<file path="src/rtl/a5_pkg.sv">
// a5_pkg: shared constants and types for the A5/1 keystream engine.
//   - register lengths, feedback tap masks, clocking-bit indices of R1..R3
//   - FSM state encoding
//   - max3 helper used to size the shared step counter
package a5_pkg;

    localparam int R1_LEN = 19;
    localparam int R2_LEN = 22;
    localparam int R3_LEN = 23;

    localparam logic [R1_LEN-1:0] R1_TAPS = 19'h7_2000;   // bits 13,16,17,18
    localparam logic [R2_LEN-1:0] R2_TAPS = 22'h30_0000;  // bits 20,21
    localparam logic [R3_LEN-1:0] R3_TAPS = 23'h70_0080;  // bits 7,20,21,22

    localparam int R1_CLK = 8;
    localparam int R2_CLK = 10;
    localparam int R3_CLK = 10;

    typedef enum logic [2:0] {
        IDLE,
        LOAD_KEY,
        REPLAY,
        LOAD_FRAME,
        MIX,
        RUN
    } a5_state_e;

    function automatic int max3(input int a, input int b, input int c);
        int m;
        m = (a > b) ? a : b;
        return (m > c) ? m : c;
    endfunction

endpackage

</file>
<file path="src/rtl/a5_lfsr.sv">
// a5_lfsr: one A5/1 shift register (Fibonacci, shifts toward the MSB).
// Ports:
//   clk, rst        clock, synchronous active-high reset
//   clear_i         zero the register (takes priority over shift_i)
//   shift_i         perform one shift this cycle
//   inject_i        bit XORed into bit 0 after the feedback (load steps only)
//   clk_bit_o       current clocking bit, used by the majority vote
//   msb_o           MSB as it will be after this cycle's update, so the
//                   output bit can be sampled on the same edge as the step
module a5_lfsr #(
    parameter int             LEN      = 19,
    parameter logic [LEN-1:0] TAP_MASK = '0,
    parameter int             CLK_BIT  = 8
) (
    input  logic clk,
    input  logic rst,
    input  logic clear_i,
    input  logic shift_i,
    input  logic inject_i,
    output logic clk_bit_o,
    output logic msb_o
);

    logic [LEN-1:0] r_q, r_d;

    always_comb begin
        r_d = r_q;
        if (clear_i) begin
            r_d = '0;
        end else if (shift_i) begin
            r_d = {r_q[LEN-2:0], ^(r_q & TAP_MASK)} ^ LEN'(inject_i);
        end
    end

    always_ff @(posedge clk) begin
        if (rst) begin
            r_q <= '0;
        end else begin
            r_q <= r_d;
        end
    end

    assign clk_bit_o = r_q[CLK_BIT];
    assign msb_o     = r_d[LEN-1];

endmodule

</file>
<file path="src/rtl/a5_stream_engine.sv">
// a5_stream_engine: A5/1 keystream generator with key store and packed
// valid/ready keystream output.
// Ports:
//   clk, rst       clock, synchronous active-high reset
//   startloading   pulse: restart keying (clears LFSRs, counter, packer, ks_valid)
//   rekey          with startloading: replay the stored key instead of taking it
//   keybit         serial key/frame bit, LSB first, qualified by key_valid
//   key_valid      keybit qualifier during LOAD_KEY / LOAD_FRAME
//   ks_ready       downstream accepts ks_word
//   ks_word        OUT_W keystream bits, first generated bit in the MSB
//   ks_valid       ks_word holds an unconsumed word
//   doneloading    high in RUN
//   busy           high in LOAD_KEY, REPLAY, LOAD_FRAME, MIX
//
// state      | meaning
// IDLE       | waiting for startloading
// LOAD_KEY   | one load step per accepted keybit, key also captured
// REPLAY     | one load step per cycle from the rotating key store
// LOAD_FRAME | one load step per accepted frame bit
// MIX        | majority steps, output discarded
// RUN        | majority step + output bit into packer, word handshake
module a5_stream_engine
    import a5_pkg::*;
#(
    parameter int KEY_LEN   = 64,
    parameter int FRAME_LEN = 22,
    parameter int MIX_STEPS = 100,
    parameter int OUT_W     = 32
) (
    input  logic             clk,
    input  logic             rst,
    input  logic             startloading,
    input  logic             rekey,
    input  logic             keybit,
    input  logic             key_valid,
    input  logic             ks_ready,
    output logic [OUT_W-1:0] ks_word,
    output logic             ks_valid,
    output logic             doneloading,
    output logic             busy
);

    localparam int CNT_W  = $clog2(max3(KEY_LEN, FRAME_LEN, MIX_STEPS) + 1);
    localparam int PCNT_W = $clog2(OUT_W + 1);

    a5_state_e         state_q, state_d;
    logic [CNT_W-1:0]  cnt_q, cnt_d;
    logic [KEY_LEN-1:0] key_q, key_d;
    logic [OUT_W-1:0]  pack_q, pack_d;
    logic [PCNT_W-1:0] pcnt_q, pcnt_d;
    logic [OUT_W-1:0]  ks_word_q, ks_word_d;
    logic              ks_valid_q, ks_valid_d;

    logic lfsr_clear, load_step, maj_step, inject;
    logic c1, c2, c3, m1, m2, m3, maj, sh1, sh2, sh3, out_bit;
    logic pack_full, xfer, run_step;

    assign maj     = (c1 & c2) | (c1 & c3) | (c2 & c3);
    assign sh1     = load_step | (maj_step & (c1 == maj));
    assign sh2     = load_step | (maj_step & (c2 == maj));
    assign sh3     = load_step | (maj_step & (c3 == maj));
    assign out_bit = m1 ^ m2 ^ m3;

    // A full packer moves into ks_word once the current word is gone or is
    // being taken this edge; the same edge may already start the next word.
    assign pack_full = (pcnt_q == PCNT_W'(OUT_W));
    assign xfer      = pack_full && (!ks_valid_q || ks_ready);
    assign run_step  = !pack_full || xfer;

    a5_lfsr #(.LEN(R1_LEN), .TAP_MASK(R1_TAPS), .CLK_BIT(R1_CLK)) u_r1 (
        .clk(clk), .rst(rst), .clear_i(lfsr_clear), .shift_i(sh1),
        .inject_i(inject), .clk_bit_o(c1), .msb_o(m1)
    );
    a5_lfsr #(.LEN(R2_LEN), .TAP_MASK(R2_TAPS), .CLK_BIT(R2_CLK)) u_r2 (
        .clk(clk), .rst(rst), .clear_i(lfsr_clear), .shift_i(sh2),
        .inject_i(inject), .clk_bit_o(c2), .msb_o(m2)
    );
    a5_lfsr #(.LEN(R3_LEN), .TAP_MASK(R3_TAPS), .CLK_BIT(R3_CLK)) u_r3 (
        .clk(clk), .rst(rst), .clear_i(lfsr_clear), .shift_i(sh3),
        .inject_i(inject), .clk_bit_o(c3), .msb_o(m3)
    );

    always_comb begin
        state_d    = state_q;
        cnt_d      = cnt_q;
        key_d      = key_q;
        lfsr_clear = 1'b0;
        load_step  = 1'b0;
        maj_step   = 1'b0;
        inject     = 1'b0;
        case (state_q)
            LOAD_KEY: begin
                if (key_valid) begin
                    load_step = 1'b1;
                    inject    = keybit;
                    key_d     = {keybit, key_q[KEY_LEN-1:1]};
                    if (cnt_q == '0) begin
                        state_d = LOAD_FRAME;
                        cnt_d   = CNT_W'(FRAME_LEN - 1);
                    end else begin
                        cnt_d = cnt_q - CNT_W'(1);
                    end
                end
            end
            REPLAY: begin
                // Rotation: after KEY_LEN steps the store is back where it began.
                load_step = 1'b1;
                inject    = key_q[0];
                key_d     = {key_q[0], key_q[KEY_LEN-1:1]};
                if (cnt_q == '0) begin
                    state_d = LOAD_FRAME;
                    cnt_d   = CNT_W'(FRAME_LEN - 1);
                end else begin
                    cnt_d = cnt_q - CNT_W'(1);
                end
            end
            LOAD_FRAME: begin
                if (key_valid) begin
                    load_step = 1'b1;
                    inject    = keybit;
                    if (cnt_q == '0) begin
                        state_d = MIX;
                        cnt_d   = CNT_W'(MIX_STEPS - 1);
                    end else begin
                        cnt_d = cnt_q - CNT_W'(1);
                    end
                end
            end
            MIX: begin
                maj_step = 1'b1;
                if (cnt_q == '0) begin
                    state_d = RUN;
                end else begin
                    cnt_d = cnt_q - CNT_W'(1);
                end
            end
            RUN: begin
                maj_step = run_step;
            end
            default: ;
        endcase
        if (startloading) begin
            state_d    = rekey ? REPLAY : LOAD_KEY;
            cnt_d      = CNT_W'(KEY_LEN - 1);
            key_d      = key_q;
            lfsr_clear = 1'b1;
            load_step  = 1'b0;
            maj_step   = 1'b0;
            inject     = 1'b0;
        end
    end

    always_comb begin
        pack_d     = pack_q;
        pcnt_d     = pcnt_q;
        ks_word_d  = ks_word_q;
        ks_valid_d = ks_valid_q;
        if (startloading) begin
            pack_d     = '0;
            pcnt_d     = '0;
            ks_valid_d = 1'b0;
        end else if (state_q == RUN) begin
            if (xfer) begin
                ks_word_d  = pack_q;
                ks_valid_d = 1'b1;
            end else if (ks_ready) begin
                ks_valid_d = 1'b0;
            end
            if (run_step) begin
                pack_d = ((xfer ? '0 : pack_q) << 1) | OUT_W'(out_bit);
                pcnt_d = (xfer ? '0 : pcnt_q) + PCNT_W'(1);
            end
        end
    end

    always_ff @(posedge clk) begin
        if (rst) begin
            state_q    <= IDLE;
            cnt_q      <= '0;
            key_q      <= '0;
            pack_q     <= '0;
            pcnt_q     <= '0;
            ks_word_q  <= '0;
            ks_valid_q <= 1'b0;
        end else begin
            state_q    <= state_d;
            cnt_q      <= cnt_d;
            key_q      <= key_d;
            pack_q     <= pack_d;
            pcnt_q     <= pcnt_d;
            ks_word_q  <= ks_word_d;
            ks_valid_q <= ks_valid_d;
        end
    end

    assign ks_word     = ks_word_q;
    assign ks_valid    = ks_valid_q;
    assign doneloading = (state_q == RUN);
    assign busy        = (state_q == LOAD_KEY) || (state_q == REPLAY) ||
                         (state_q == LOAD_FRAME) || (state_q == MIX);

endmodule
</file>
<file path="config.mk">
export PLATFORM = sky130hd
export DESIGN_NAME = a5_stream_engine
export DESIGN_NICKNAME = d
export VERILOG_FILES = /design/src/rtl/a5_pkg.sv /design/src/rtl/a5_lfsr.sv /design/src/rtl/a5_stream_engine.sv
export SDC_FILE = /design/constraint.sdc
export NUM_CORES = 1
export LEC_CHECK = 0
export BUFFER_PORTS_ARGS = -buffer_cell sky130_fd_sc_hd__buf_2
export CAP_MARGIN = 20
export CORE_MARGIN = 8
export CORE_UTILIZATION = 50
export DETAILED_ROUTE_END_ITERATION = 12
export PLACE_DENSITY = 0.73
export SKIP_LAST_GASP = 1
export SLEW_MARGIN = 15
export SYNTH_ARGS = -nofsm -noshare
export SYNTH_HDL_FRONTEND = slang
export SYNTH_SLANG_ARGS = --single-unit
</file>
<file path="constraint.sdc">
create_clock -name clk -period 6.4 [get_ports clk]
set_input_delay 0.64 -clock clk [delete_from_list [all_inputs] [get_ports clk]]
set_output_delay 0.64 -clock clk [all_outputs]
set_load 0.01 [all_outputs]
</file>
Word-level counts from Yosys, hierarchy flattened

Cells that the tools add are included.

Bits in registers: 209
Bits in latches: 0
RAM bits: 0
ROM bits: 0
Input bits: 7
Output and inout bits: 35
Memories kept: 0

Add/sub/neg operators: 2
$mul: 0
Divide/modulo/power cells: 0
Magnitude comparators: 0
Equality and inequality tests: 17
Shift operators: 0
Muxes and demuxes: 36
Bitwise logic cells: 18
Reduce and logical (&&, ||, !) cells: 26

Operators by type and width:

| kind                | count |
|---|---|
| $pmux 64 s2         | 1 |
| $mux 64             | 1 |
| $mux 23             | 2 |
| $mux 22             | 2 |
| $mux 19             | 2 |
| $mux 7              | 5 |
| $or 32x1->32        | 1 |
| $mux 31             | 1 |
| $pmux 7 s4          | 1 |
| $reduce_xor 23->1   | 1 |
| $xor 23x1->23       | 1 |
| $reduce_xor 22->1   | 1 |
| $xor 22x1->22       | 1 |
| $reduce_xor 19->1   | 1 |
| $xor 19x1->19       | 1 |
| $mux 3              | 6 |
| $ne 3x3->1 const B  | 5 |
| $mux 6              | 2 |
| $pmux 3 s4          | 1 |
| $mux 1              | 8 |
| $reduce_and 4->1    | 2 |
| $logic_not 7->1     | 1 |
| $sub 7x1->7 const B | 1 |
| $add 6x1->6 const B | 1 |
| other kinds (22)    | 50 |

Longest topological paths before layout

Gate-level depths: netlist (run 1).

Depth in word-level cells: 13
Mapped depth: 9
Depth with buffers taken out: 9

Modules after synthesis

A second synthesis (run 1) with hierarchy kept.

Cells, all modules: 924
Area, all modules: 8117.8 um^2

By module, submodules not included:

| module           | instances | cells an instance | area each (um^2) | seq. area each (um^2) |
|---|---|---|---|---|
| a5_stream_engine | 1         | 699               | 5689.2           | 2902.8 |
| a5_lfsr at u_r3  | 1         | 82                | 865.8            | 460.4 |
| a5_lfsr at u_r2  | 1         | 74                | 827.0            | 440.4 |
| a5_lfsr at u_r1  | 1         | 69                | 735.7            | 380.4 |

Worst setup path after synthesis (run 1)

OpenSTA, ideal clock, no wires.

Path kind: input to register
Start: input port ks_ready
End: register pack_q[0]
Arrival: 2.143 ns
Data required time: 6.313 ns
Setup slack: 4.170 ns
Stages on the path: 7
Path buffers: 0
Cells stage by stage: nor2b_1 a31oi_4 o21ai_2 a21boi_1 or4_1 mux2_1 o31ai_1

Word-level cells in the longest chain between the ends: 12
Elaborated cells between the ends (all ways): 21
Classes of those cells: mux (8); bitwise (9); reduce/logical (4)

RTL lines:

| element                            | line                                           | source |
|---|---|---|
| from (decl)                        | a5_stream_engine.sv:36                         | `input logic ks_ready,` |
| $logic_or 1x1->1 *                 | a5_stream_engine.sv:67                         | `assign xfer = pack_full && (!ks_valid_q \|\| ks_ready);` |
| $logic_and 1x1->1 *                | a5_stream_engine.sv:67                         |  |
| $logic_or 1x1->1 *                 | a5_stream_engine.sv:68                         | `assign run_step = !pack_full \|\| xfer;` |
| $pmux 1 s2                         | a5_stream_engine.sv:91                         | `case (state_q)` |
| $mux 1                             | a5_stream_engine.sv:142                        | `if (startloading) begin` |
| $and 1x1->1 (on tied branches)     | a5_stream_engine.sv:59, a5_stream_engine.sv:60 |  |
| $or 1x1->1 (on tied branches)      | a5_stream_engine.sv:59, a5_stream_engine.sv:60 |  |
| $mux 19 or $mux 22 (tied branches) | a5_lfsr.sv:30                                  | `end else if (shift_i) begin` |
| $mux 19 or $mux 22 (tied branches) | a5_lfsr.sv:28                                  | `if (clear_i) begin` |
| $xor 1x1->1 (2 in series)          | a5_stream_engine.sv:62                         | `assign out_bit = m1 ^ m2 ^ m3;` |
| $or 32x1->32                       | a5_stream_engine.sv:170                        | `pack_d = ((xfer ? '0 : pack_q) << 1) \| OUT_W'(out_bit);` |
| to (signal assigned)               | a5_stream_engine.sv:189                        | `pack_q <= pack_d;` |
| to (decl)                          | a5_stream_engine.sv:49                         | `logic [OUT_W-1:0] pack_q, pack_d;` |

Mark *: on every way between the ends. The rest lies on a longest branch, timed or not.
A chain may end at the register's enable or synchronous reset.

Worst setup path after layout (run 1)

Start: register state_q[2]
End: register u_r2.r_q[7]

Word-level cells in the longest chain between the ends: 5
Elaborated cells between the ends (all ways): 12
Classes of those cells: eq/ne (5); mux (4); bitwise (2); reduce/logical (1)

RTL lines:

| element                                                        | line                                            | source |
|---|---|---|
| from (decl)                                                    | a5_stream_engine.sv:46                          | `a5_state_e state_q, state_d;` |
| from (signal assigned)                                         | a5_stream_engine.sv:186                         | `state_q <= state_d;` |
| $eq 3x1->1 (tied with other cells)                             | a5_stream_engine.sv:91                          |  |
| $reduce_or 2->1 (no source line) or $pmux 1 s2 (tied branches) | n/a                                             |  |
| $pmux 1 s2 or $mux 1 (tied branches)                           | a5_stream_engine.sv:91, a5_stream_engine.sv:142 |  |
| $mux 1 or $and 1x1->1 (tied branches)                          | a5_stream_engine.sv:142, a5_stream_engine.sv:60 |  |
| $or 1x1->1 *                                                   | a5_stream_engine.sv:60                          | `assign sh2 = load_step \| (maj_step & (c2 == maj));` |
| to (signal assigned)                                           | a5_lfsr.sv:39                                   | `r_q <= r_d;` |
| to (decl)                                                      | a5_lfsr.sv:24                                   | `logic [LEN-1:0] r_q, r_d;` |

Marks and branches as above.

==> impl_metrics.env, run 1 <==
export IMPL_min_delay_path_class="register to register"
export IMPL_total_inserted_antenna_cells=0
export IMPL_synth_edf_count=0
export IMPL_worstPathArrival_ns=3.16
export IMPL_detailedPlace_worstSlack_ns=3.65
export IMPL_port_buffer_count=41
export IMPL_fin_worst_hold_slack_ns=0.448
export IMPL_i_o_pin_count=42
export IMPL_layout_cell_share_with_drive_strength_beyond_1_pct=10.8
export IMPL_cts_sinks=209
export IMPL_power_share_combinational_pct=3.8
export IMPL_core_rowCount=46
export IMPL_fill_cells=1365
export IMPL_route_detailed_drc=0
export IMPL_fmaxAchievable_ghz=0.356
export IMPL_post_synth_most_frequent_cells="209 x dfxtp_1, 209 x nand2_1, 121 x nor2_1"
export IMPL_p_int_mw=2.11
export IMPL_drt_first_iter_violations=425
export IMPL_finalMaxSlewViolations=0
export IMPL_hpwl_um=8890
export IMPL_p_seq_share_pct=49.1
export IMPL_power_density_nw_per_um2=297
export IMPL_period_needed_ns=2.81
export IMPL_nets=937
export IMPL_timing_max_cap_violations=0
export IMPL_cts_max_level=1
export IMPL_flow_area_growth_from_synthesis_pct=13.7
export IMPL_grt_pass1_vias=5555
export IMPL_final_hold_viol_count=0
export IMPL_grt_start_max_net_pins=91
export IMPL_final_setup_violating_endpoints=0
export IMPL_timing_slew_headroom_pct=29.3
export IMPL_power_switching_share_pct=21.1
export IMPL_die_width_um=142
export IMPL_total_switching_power_uw=565
export IMPL_vdd_drop_max_uv=213
export IMPL_fin_skew_ns=0.0100
export IMPL_start_util_pct=50.5
export IMPL_yosysTopAreaCellShare_pct=52.7
export IMPL_synth_cell_type_count=48
export IMPL_numCtsBuffers=21
export IMPL_run_status="finished clean"
export IMPL_finalCritPeriodShare_pct=43.9
export IMPL_total_leakage_power_nw=3.33
export IMPL_routed_via_density=5.14
export IMPL_cp_required_ns=6.75
export IMPL_post_drt_wl_per_cell_um=12.8
export IMPL_start_kind="register"
export IMPL_cts_hold_fix_buffers=0
export IMPL_synthCells=914
export IMPL_path_max_fanout=21
export IMPL_fin_total_pwr_mw=2.68
export IMPL_design_die_area_um2=20200
export IMPL_grt_overflow_total=0
export IMPL_ant_nets=0
export IMPL_cts_post_setup_buffers_inserted=0
export IMPL_netlist_area_before_placement_um2=7940
export IMPL_number_of_synthesized_register_bits=209
export IMPL_fin_tns_setup_ns=0
export IMPL_die_ht_um=142
export IMPL_final_core_util_pct=57.4
export IMPL_clock_root_buffer="clkbuf_16"
export IMPL_synth_ff_type="dfxtp_1"
export IMPL_grt_first_pass_wirelength_um=25600
export IMPL_layout_setup_ws_ns=3.59
export IMPL_global_route_usage_total_pct=14.7
export IMPL_route_final_wire_length_um=14900
export IMPL_tritoncts="done"
export IMPL_clock_slew_seen_by_the_registers_of_the_worst_setup_and_hold_paths_ns=0.06
export IMPL_path_class="register to register"
export IMPL_cts_resized=0
export IMPL_post_synth_cell_area_avg_um2=8.68
export IMPL_gp_routability_congestion=0.794
export IMPL_vias=5950
export IMPL_clock_tree_buffer_depth=3
export IMPL_grt_setup_unrepaired="no"
export IMPL_synthesis_yosys_warnings=0
export IMPL_floorplan_core_area_um2=15700
export IMPL_antenna_found_initial=0
export IMPL_first_pass_iters=5
export IMPL_clk_latency_ns=0.49
export IMPL_clkPwrFrac_pct=47.1
export IMPL_mappedNetlistNets=925
export IMPL_top_post_synthesis_cells_by_area="dfxtp_1 53%, nand2_1 9.9%, mux2i_1 7.8%, a21oi_1 7.0%, nor2_1 5.7%"
export IMPL_setup_worst_path_end_class="register"
export IMPL_top_cell_type_by_total_area_after_synthesis="dfxtp_1"
export IMPL_synth_seq_area_share_pct=52.7
export IMPL_worst_slew_pin_slew_ns=1.06
export IMPL_share_of_flip_flops_with_an_asynchronous_set_or_reset_after_synthesis_pct=0
## through the flow
stage          cell area (um2)  std cells
4_1_cts                   9000       1156
3_3_place_gp              8260       1117
6_report                  9020       1157
2_1_floorplan             7940        914
5_1_grt                   9020       1157
3_5_place_dp              8280       1118
## power by group through the flow
stage	Clock, mW	Combinational (mW)	Sequential (mW)
after floorplan	0	0.0824	1.34
after global placement	0	0.0988	1.34
after detailed placement	0	0.0992	1.34
after CTS	1.29	0.0999	1.31
after global routing	1.35	0.114	1.31
final	1.26	0.102	1.31
## routing by layer
metal | GRT usage, % | share of wire (%)
met1 | 19.6 | 49
met5 | 0 | 0
met2 | 23.4 | 45
met4 | 4.30 | 1.3
met3 | 3.35 | 4.5
## worst paths after layout
| path | depth (start not counted) | slack [ns] | from | end |
|---|---|---|---|---|
| min reg2reg | 2 | 0.45 | key_q[34] | key_q[33] |
| max | 6 | 3.59 | state_q[2] | u_r2.r_q[7] |
| min | 2 | 0.45 | key_q[34] | key_q[33] |
| max reg2reg | 6 | 3.59 | state_q[2] | u_r2.r_q[7] |
## cell usage in the layout, fill, tap and decap left out, types with 5 or more instances in the layout
| cell type | netlist | final |
|---|---|---|
| a21oi_1 | 111 | 111 |
| nand2b_1 | 5 | 5 |
| a22oi_1 | 32 | 32 |
| clkbuf_16 | 0 | 21 |
| nor2_1 | 121 | 119 |
| xnor2_1 | 12 | 12 |
| o21ai_0 | 6 | 6 |
| xor2_1 | 5 | 5 |
| buf_2 | 6 | 40 |
| mux2i_1 | 62 | 62 |
| nor2b_1 | 10 | 10 |
| buf_4 | 3 | 8 |
| inv_1 | 9 | 9 |
| nand2_1 | 209 | 208 |
| dfxtp_1 | 209 | 209 |
| nor3_1 | 7 | 7 |
## area by class of cell
class	count	area [um2]	share of cell area [%]
clock buffers	29	596	6.60
clock inverters	9	128	1.41
inverters	9	33.8	0.374
multi-input cells	635	3520	39.0
flip-flops and latches	209	4180	46.4
well taps	216	270	3.00
repair buffers	50	295	3.27
## critical path, stage by stage (launching register included)
cell and delay [ns]:
dfxtp_1 0.58, nand3b_1 0.32, a31oi_4 0.45, o21ai_2 0.16, nand2_1 0.80, mux2i_1 0.30
nor2_1 0.06
## state kept, by name (all words and copies together) (netlist names)
name / count
key_q: 64
u_r2.r_q: 22
u_r3.r_q: 23
pcnt_q: 6
ks_valid: 1
pack_q: 32
cnt_q: 7
ks_word: 32
state_q: 3
u_r1.r_q: 19
## cell families after synthesis
kind of cell             after synthesis  share of synthesized area [%]
AO/OA/AOI/OAI                        173                           13.5
XOR/XNOR                              17                           1.88
adder cells (fa/ha/maj)                4                          0.631
buffers and inverters                 70                           3.55
flip-flops                           209                           52.7
multiplexers                          65                           8.24
AND/OR/NAND/NOR                      376                           19.5
Note: power is estimated with default switching activity, not from simulation.
==> inputs of run 2 (changes only) <==
==> constraint.sdc (replaced) <==
create_clock -name clk -period 2.7 [get_ports clk]
set_input_delay 0.27 -clock clk [delete_from_list [all_inputs] [get_ports clk]]
set_output_delay 0.27 -clock clk [all_outputs]
set_load 0.01 [all_outputs]
==> impl_metrics.env, run 2 (synthesized netlist as in run 1, its figures left out) <==
export IMPL_floorplan_core_area_um2=15700
export IMPL_layout_cell_share_with_drive_strength_beyond_1_pct=11.4
export IMPL_worstPathArrival_ns=2.84
export IMPL_cp_required_ns=3.09
export IMPL_commonest_non_fill_non_tap_cells_in_the_layout="209 x dfxtp_1, 208 x nand2_1, 119 x nor2_1"
export IMPL_path_class="register to register"
export IMPL_clock_slew_seen_by_the_registers_of_the_worst_setup_and_hold_paths_ns=0.06
export IMPL_gp_routability_congestion=0.767
export IMPL_cp_slowest_cell="dfxtp_1"
export IMPL_clock_tree_buffer_depth=3
export IMPL_i_o_pin_count=42
export IMPL_tritoncts="done"
export IMPL_routed_via_density=5.12
export IMPL_cts_sinks=209
export IMPL_fin_total_pwr_mw=6.29
export IMPL_biggest_cell_delay_along_the_critical_path_ns=0.58
export IMPL_crit_family="flip-flops"
export IMPL_clk_latency_ns=0.49
export IMPL_post_drt_wl_per_cell_um=12.9
export IMPL_cts_resized=0
export IMPL_total_inserted_antenna_cells=0
export IMPL_cts_post_setup_buffers_inserted=0
export IMPL_grt_most_used_layer="met2"
export IMPL_route_final_wire_length_um=14900
export IMPL_hold_path_endpoint="key_q[63]"
export IMPL_final_core_util_pct=57.8
export IMPL_grt_pass1_vias=5704
export IMPL_port_buffer_count=41
export IMPL_critical_path_cell_by_cell="or3b_4 > a2111oi_4 > a211oi_1 > mux2i_1 > xnor2_1 > mux2_1 > o31ai_1"
export IMPL_timing_max_cap_violations=0
export IMPL_numCtsBuffers=21
export IMPL_fin_worst_hold_slack_ns=0.0908
export IMPL_timing_critical_path_buf_inv=0
export IMPL_min_delay_path_class="primary input to register"
export IMPL_worstHoldPathCells=3
export IMPL_fin_tns_setup_ns=0
export IMPL_finalCritPeriodShare_pct=90.5
export IMPL_most_common_cell_after_layout_fill_and_taps_aside="dfxtp_1"
export IMPL_grt_use_met1_pct=19.0
export IMPL_area_sequential_um2=4180
export IMPL_regToRegStartpoint="state_q[2]"
export IMPL_fill_cells=1404
export IMPL_route_detailed_drc=0
export IMPL_grt_setup_unrepaired="no"
export IMPL_run_status="finished clean"
export IMPL_drt_first_iter_violations=337
export IMPL_grt_util_met3_pct=3.05
export IMPL_hpwl_um=9040
export IMPL_use_met2_pct=24.5
export IMPL_grt_first_pass_wirelength_um=25700
export IMPL_vias=5960
export IMPL_final_hold_viol_count=0
export IMPL_total_leakage_power_nw=3.36
export IMPL_timing_slew_headroom_pct=61.1
export IMPL_design_die_area_um2=20200
export IMPL_first_pass_iters=4
export IMPL_fmaxAchievable_ghz=0.409
export IMPL_timing_hold_worst_start="keybit"
export IMPL_cts_max_level=1
export IMPL_worst_slew_pin_slew_ns=0.583
export IMPL_number_of_cells_on_the_worst_reg_to_reg_path=7
export IMPL_clock_root_buffer="clkbuf_16"
export IMPL_setup_worst_path_end_class="register"
export IMPL_antenna_found_initial=0
export IMPL_period_needed_ns=2.44
export IMPL_grt_start_max_net_pins=104
export IMPL_multi_input_comb_area_um2=3510
export IMPL_power_density_nw_per_um2=693
export IMPL_final_setup_violating_endpoints=0
export IMPL_largest_register_ff_count=64
export IMPL_die_width_um=142
export IMPL_core_rowCount=46
export IMPL_nets=945
export IMPL_vdd_drop_max_uv=451
export IMPL_path_max_fanout=14
export IMPL_ant_nets=0
export IMPL_die_ht_um=142
export IMPL_finalMaxSlewViolations=0
export IMPL_cts_hold_fix_buffers=0
export IMPL_start_kind="register"
export IMPL_start_util_pct=50.5
export IMPL_global_route_usage_total_pct=14.8
export IMPL_grt_overflow_total=0
export IMPL_rr_endpoint="pack_q[0]"
export IMPL_ff2ff_setup_slack_ns=0.26
export IMPL_largest_register="key_q"
export IMPL_fin_skew_ns=0.0189
export IMPL_flow_area_growth_from_synthesis_pct=14.4
run 2: final cells by class:
class                           instances  share of cell area (%)
Multi-Input combinational cell        635                    38.7
Sequential cell                       209                    46.1
Clock inverter                          5                   0.910
Inverter                                9                   0.372
Timing Repair Buffer                   58                    4.11
Clock buffer                           31                    6.86
Tap cell                              216                    2.98
run 2: routing by layer:
metal / share of wire [%] / vias to the layer above
met1: 50 / 2770
li1: - / 3087
met3: 4.2 / 22
met2: 44 / 81
met4: 1.8 / 0
met5: 0 / -
run 2: how the worst max path moves through the flow:
| stage | to | cells past startpoint | start |
|---|---|---|---|
| 2_1_floorplan | pack_q[0] | 8 | u_r2.r_q[10] |
| 3_3_place_gp | pack_q[0] | 7 | state_q[2] |
| 3_5_place_dp | pack_q[0] | 7 | state_q[2] |
| 4_1_cts | pack_q[0] | 7 | state_q[2] |
| 5_1_grt | pack_q[0] | 7 | state_q[2] |
| 6_report | pack_q[0] | 7 | state_q[2] |
run 2: report_power, final:
| group | switching (mW) | total, mW | internal [mW] |
|---|---|---|---|
| Sequential | 0.0150 | 3.11 | 3.10 |
| Clock | 1.14 | 2.92 | 1.79 |
| Combinational | 0.171 | 0.254 | 0.0824 |
run 2: metrics by stage:
stage	cells	instance area, um2	setup WS (ns)
after floorplan	914	7940	0.593
after global placement	1127	8370	0.323
after detailed placement	1127	8370	0.293
after CTS	1163	9080	0.254
after global routing	1163	9080	0.0777
final	1163	9080	0.256
run 2: worst min-delay path: cells and delay by family:
kind	cells	cell delay, ns
buf+inv	1	0.11
compound gates	2	0.15
==> inputs of run 3 (changes only) <==
--- a/config.mk
+++ b/config.mk
@@ -10,7 +10,7 @@
 export CORE_MARGIN = 8
 export CORE_UTILIZATION = 50
 export DETAILED_ROUTE_END_ITERATION = 12
-export PLACE_DENSITY = 0.73
+export PLACE_DENSITY = 0.67
 export SKIP_LAST_GASP = 1
 export SLEW_MARGIN = 15
 export SYNTH_ARGS = -nofsm -noshare
==> impl_metrics.env, run 3 (synthesized netlist as in run 1, its figures left out) <==
export IMPL_gp_routability_congestion=0.752
export IMPL_design_die_area_um2=20200
export IMPL_nets=949
export IMPL_layout_setup_ws_ns=0.259
export IMPL_grt_setup_unrepaired="no"
export IMPL_total_inserted_antenna_cells=0
export IMPL_vias=5932
export IMPL_fin_skew_ns=0.0121
export IMPL_final_setup_violating_endpoints=0
export IMPL_clock_tree_buffer_depth=3
export IMPL_antenna_found_initial=0
export IMPL_worstPathArrival_ns=2.85
export IMPL_path_class="register to register"
export IMPL_grt_pass1_vias=5684
export IMPL_largest_register="key_q"
export IMPL_run_status="finished clean"
export IMPL_hpwl_um=9160
export IMPL_i_o_pin_count=42
export IMPL_biggest_cell_delay_along_the_critical_path_ns=0.49
export IMPL_cts_sinks=209
export IMPL_global_route_usage_total_pct=14.9
export IMPL_path_max_fanout=10
export IMPL_grt_start_max_net_pins=66
export IMPL_timing_max_cap_violations=0
export IMPL_first_pass_iters=4
export IMPL_cts_max_level=1
export IMPL_detailedPlace_worstSlack_ns=0.308
export IMPL_tritoncts="done"
export IMPL_setup_worst_path_end_class="register"
export IMPL_multi_input_comb_area_um2=3510
export IMPL_critical_path_cell_by_cell="nand3b_1 > a31oi_4 > o21ai_2 > and4_1 > or4_1 > mux2_1 > o31ai_1"
export IMPL_numCtsBuffers=23
export IMPL_post_drt_wl_per_cell_um=12.9
export IMPL_final_instance_count_excl_fill=1170
export IMPL_power_density_nw_per_um2=710
export IMPL_final_core_util_pct=58.2
export IMPL_p_seq_share_pct=47.9
export IMPL_clock_root_buffer="clkbuf_16"
export IMPL_finalCritPeriodShare_pct=90.4
export IMPL_port_buffer_count=41
export IMPL_final_hold_viol_count=0
export IMPL_timing_slew_headroom_pct=43.9
export IMPL_power_switching_share_pct=21.6
export IMPL_cp_slowest_cell="dfxtp_1"
export IMPL_fmaxAchievable_ghz=0.410
export IMPL_drt_first_iter_violations=361
export IMPL_commonest_non_fill_non_tap_cells_in_the_layout="209 x dfxtp_1, 208 x nand2_1, 119 x nor2_1"
export IMPL_most_common_cell_after_layout_fill_and_taps_aside="dfxtp_1"
export IMPL_fin_total_pwr_mw=6.49
export IMPL_power_share_combinational_pct=3.9
export IMPL_die_ht_um=142
export IMPL_cp_required_ns=3.11
export IMPL_worst_slew_pin_slew_ns=0.835
export IMPL_largest_register_ff_count=64
export IMPL_flow_area_growth_from_synthesis_pct=15.2
export IMPL_total_switching_power_mw=1.40
export IMPL_layout_cell_share_with_drive_strength_beyond_1_pct=12.1
export IMPL_grt_first_pass_wirelength_um=26000
export IMPL_route_final_wire_length_um=15100
export IMPL_finalMaxSlewViolations=0
export IMPL_total_leakage_power_nw=3.39
export IMPL_routed_via_density=5.07
export IMPL_die_width_um=142
export IMPL_vdd_drop_max_uv=485
export IMPL_clk_latency_ns=0.50
export IMPL_min_delay_path_class="primary input to register"
export IMPL_clock_slew_seen_by_the_registers_of_the_worst_setup_and_hold_paths_ns=0.06
export IMPL_start_util_pct=50.5
export IMPL_core_rowCount=46
export IMPL_fill_cells=1388
export IMPL_start_kind="register"
export IMPL_area_sequential_um2=4180
export IMPL_fin_tns_setup_ns=0
export IMPL_route_detailed_drc=0
export IMPL_floorplan_core_area_um2=15700
export IMPL_cts_post_setup_buffers_inserted=0
export IMPL_ant_nets=0
export IMPL_numPlacedInstances=1128
export IMPL_p_int_mw=5.09
export IMPL_clkPwrFrac_pct=48.2
export IMPL_period_needed_ns=2.44
export IMPL_grt_overflow_total=0
[run 3: cell types whose count changed in the layout (fill, tap and decap cells not counted), sizes merged]
cell / delta
buf: +1
bufinv: +1
clkbuf: -3
clkinv: +5
clkinvlp: +2
dlygate4sd3: +1
[run 3: final timing paths]
check / startpoint / end / slack, ns / depth (start not counted)
setup / recovery: state_q[2] / pack_q[0] / 0.26 / 7
hold / removal: keybit / key_q[63] / 0.09 / 3
setup reg to reg: state_q[2] / pack_q[0] / 0.26 / 7
hold reg to reg: key_q[62] / key_q[61] / 0.44 / 2
[run 3: through the flow]
step	area, um2	hold slack [ns]
2_1_floorplan	7940	0.432
3_3_place_gp	8370	0.438
3_5_place_dp	8370	0.441
4_1_cts	9150	0.0671
5_1_grt	9150	0.0831
6_report	9150	0.0856
[run 3: what timing repair did]
action,CTS,global route
hold buffers,1,0
gates resized for setup,0,0
hold endpoints to repair,1,0
[run 3: cell type report]
cell class	instances	share of cell area [%]
Sequential cell	209	45.8
Clock buffer	28	6.72
Tap cell	216	2.96
Multi-Input combinational cell	635	38.4
Inverter	9	0.369
Clock inverter	13	1.67
Timing Repair Buffer	60	4.13
[run 3: routing by layer]
metal / global-route usage (%) / wire length, um / vias to the layer above
li1: - / - / 3095
met1: 19.4 / 7560 / 2733
met2: 24.3 / 6600 / 81
met3: 3.32 / 703 / 23
met4: 3.84 / 228 / 0
met5: 0 / 0 / -
[run 3: critical path, delay by kind of cell (launching register included)]
kind | cells | cell delay, ns
AND/OR/NAND/NOR | 3 | 0.92
multiplexers | 1 | 0.30
flip-flops | 1 | 0.49
AO/OA/AOI/OAI | 3 | 0.65
[run 3: power groups by stage]
stage                     Sequential, mW  Clock, mW  Combinational [mW]
after floorplan                     3.17          0               0.195
after global placement              3.18          0               0.256
after detailed placement            3.18          0               0.255
after CTS                           3.11       3.21               0.257
after global routing                3.11       3.34               0.279
final                               3.11       3.13               0.254
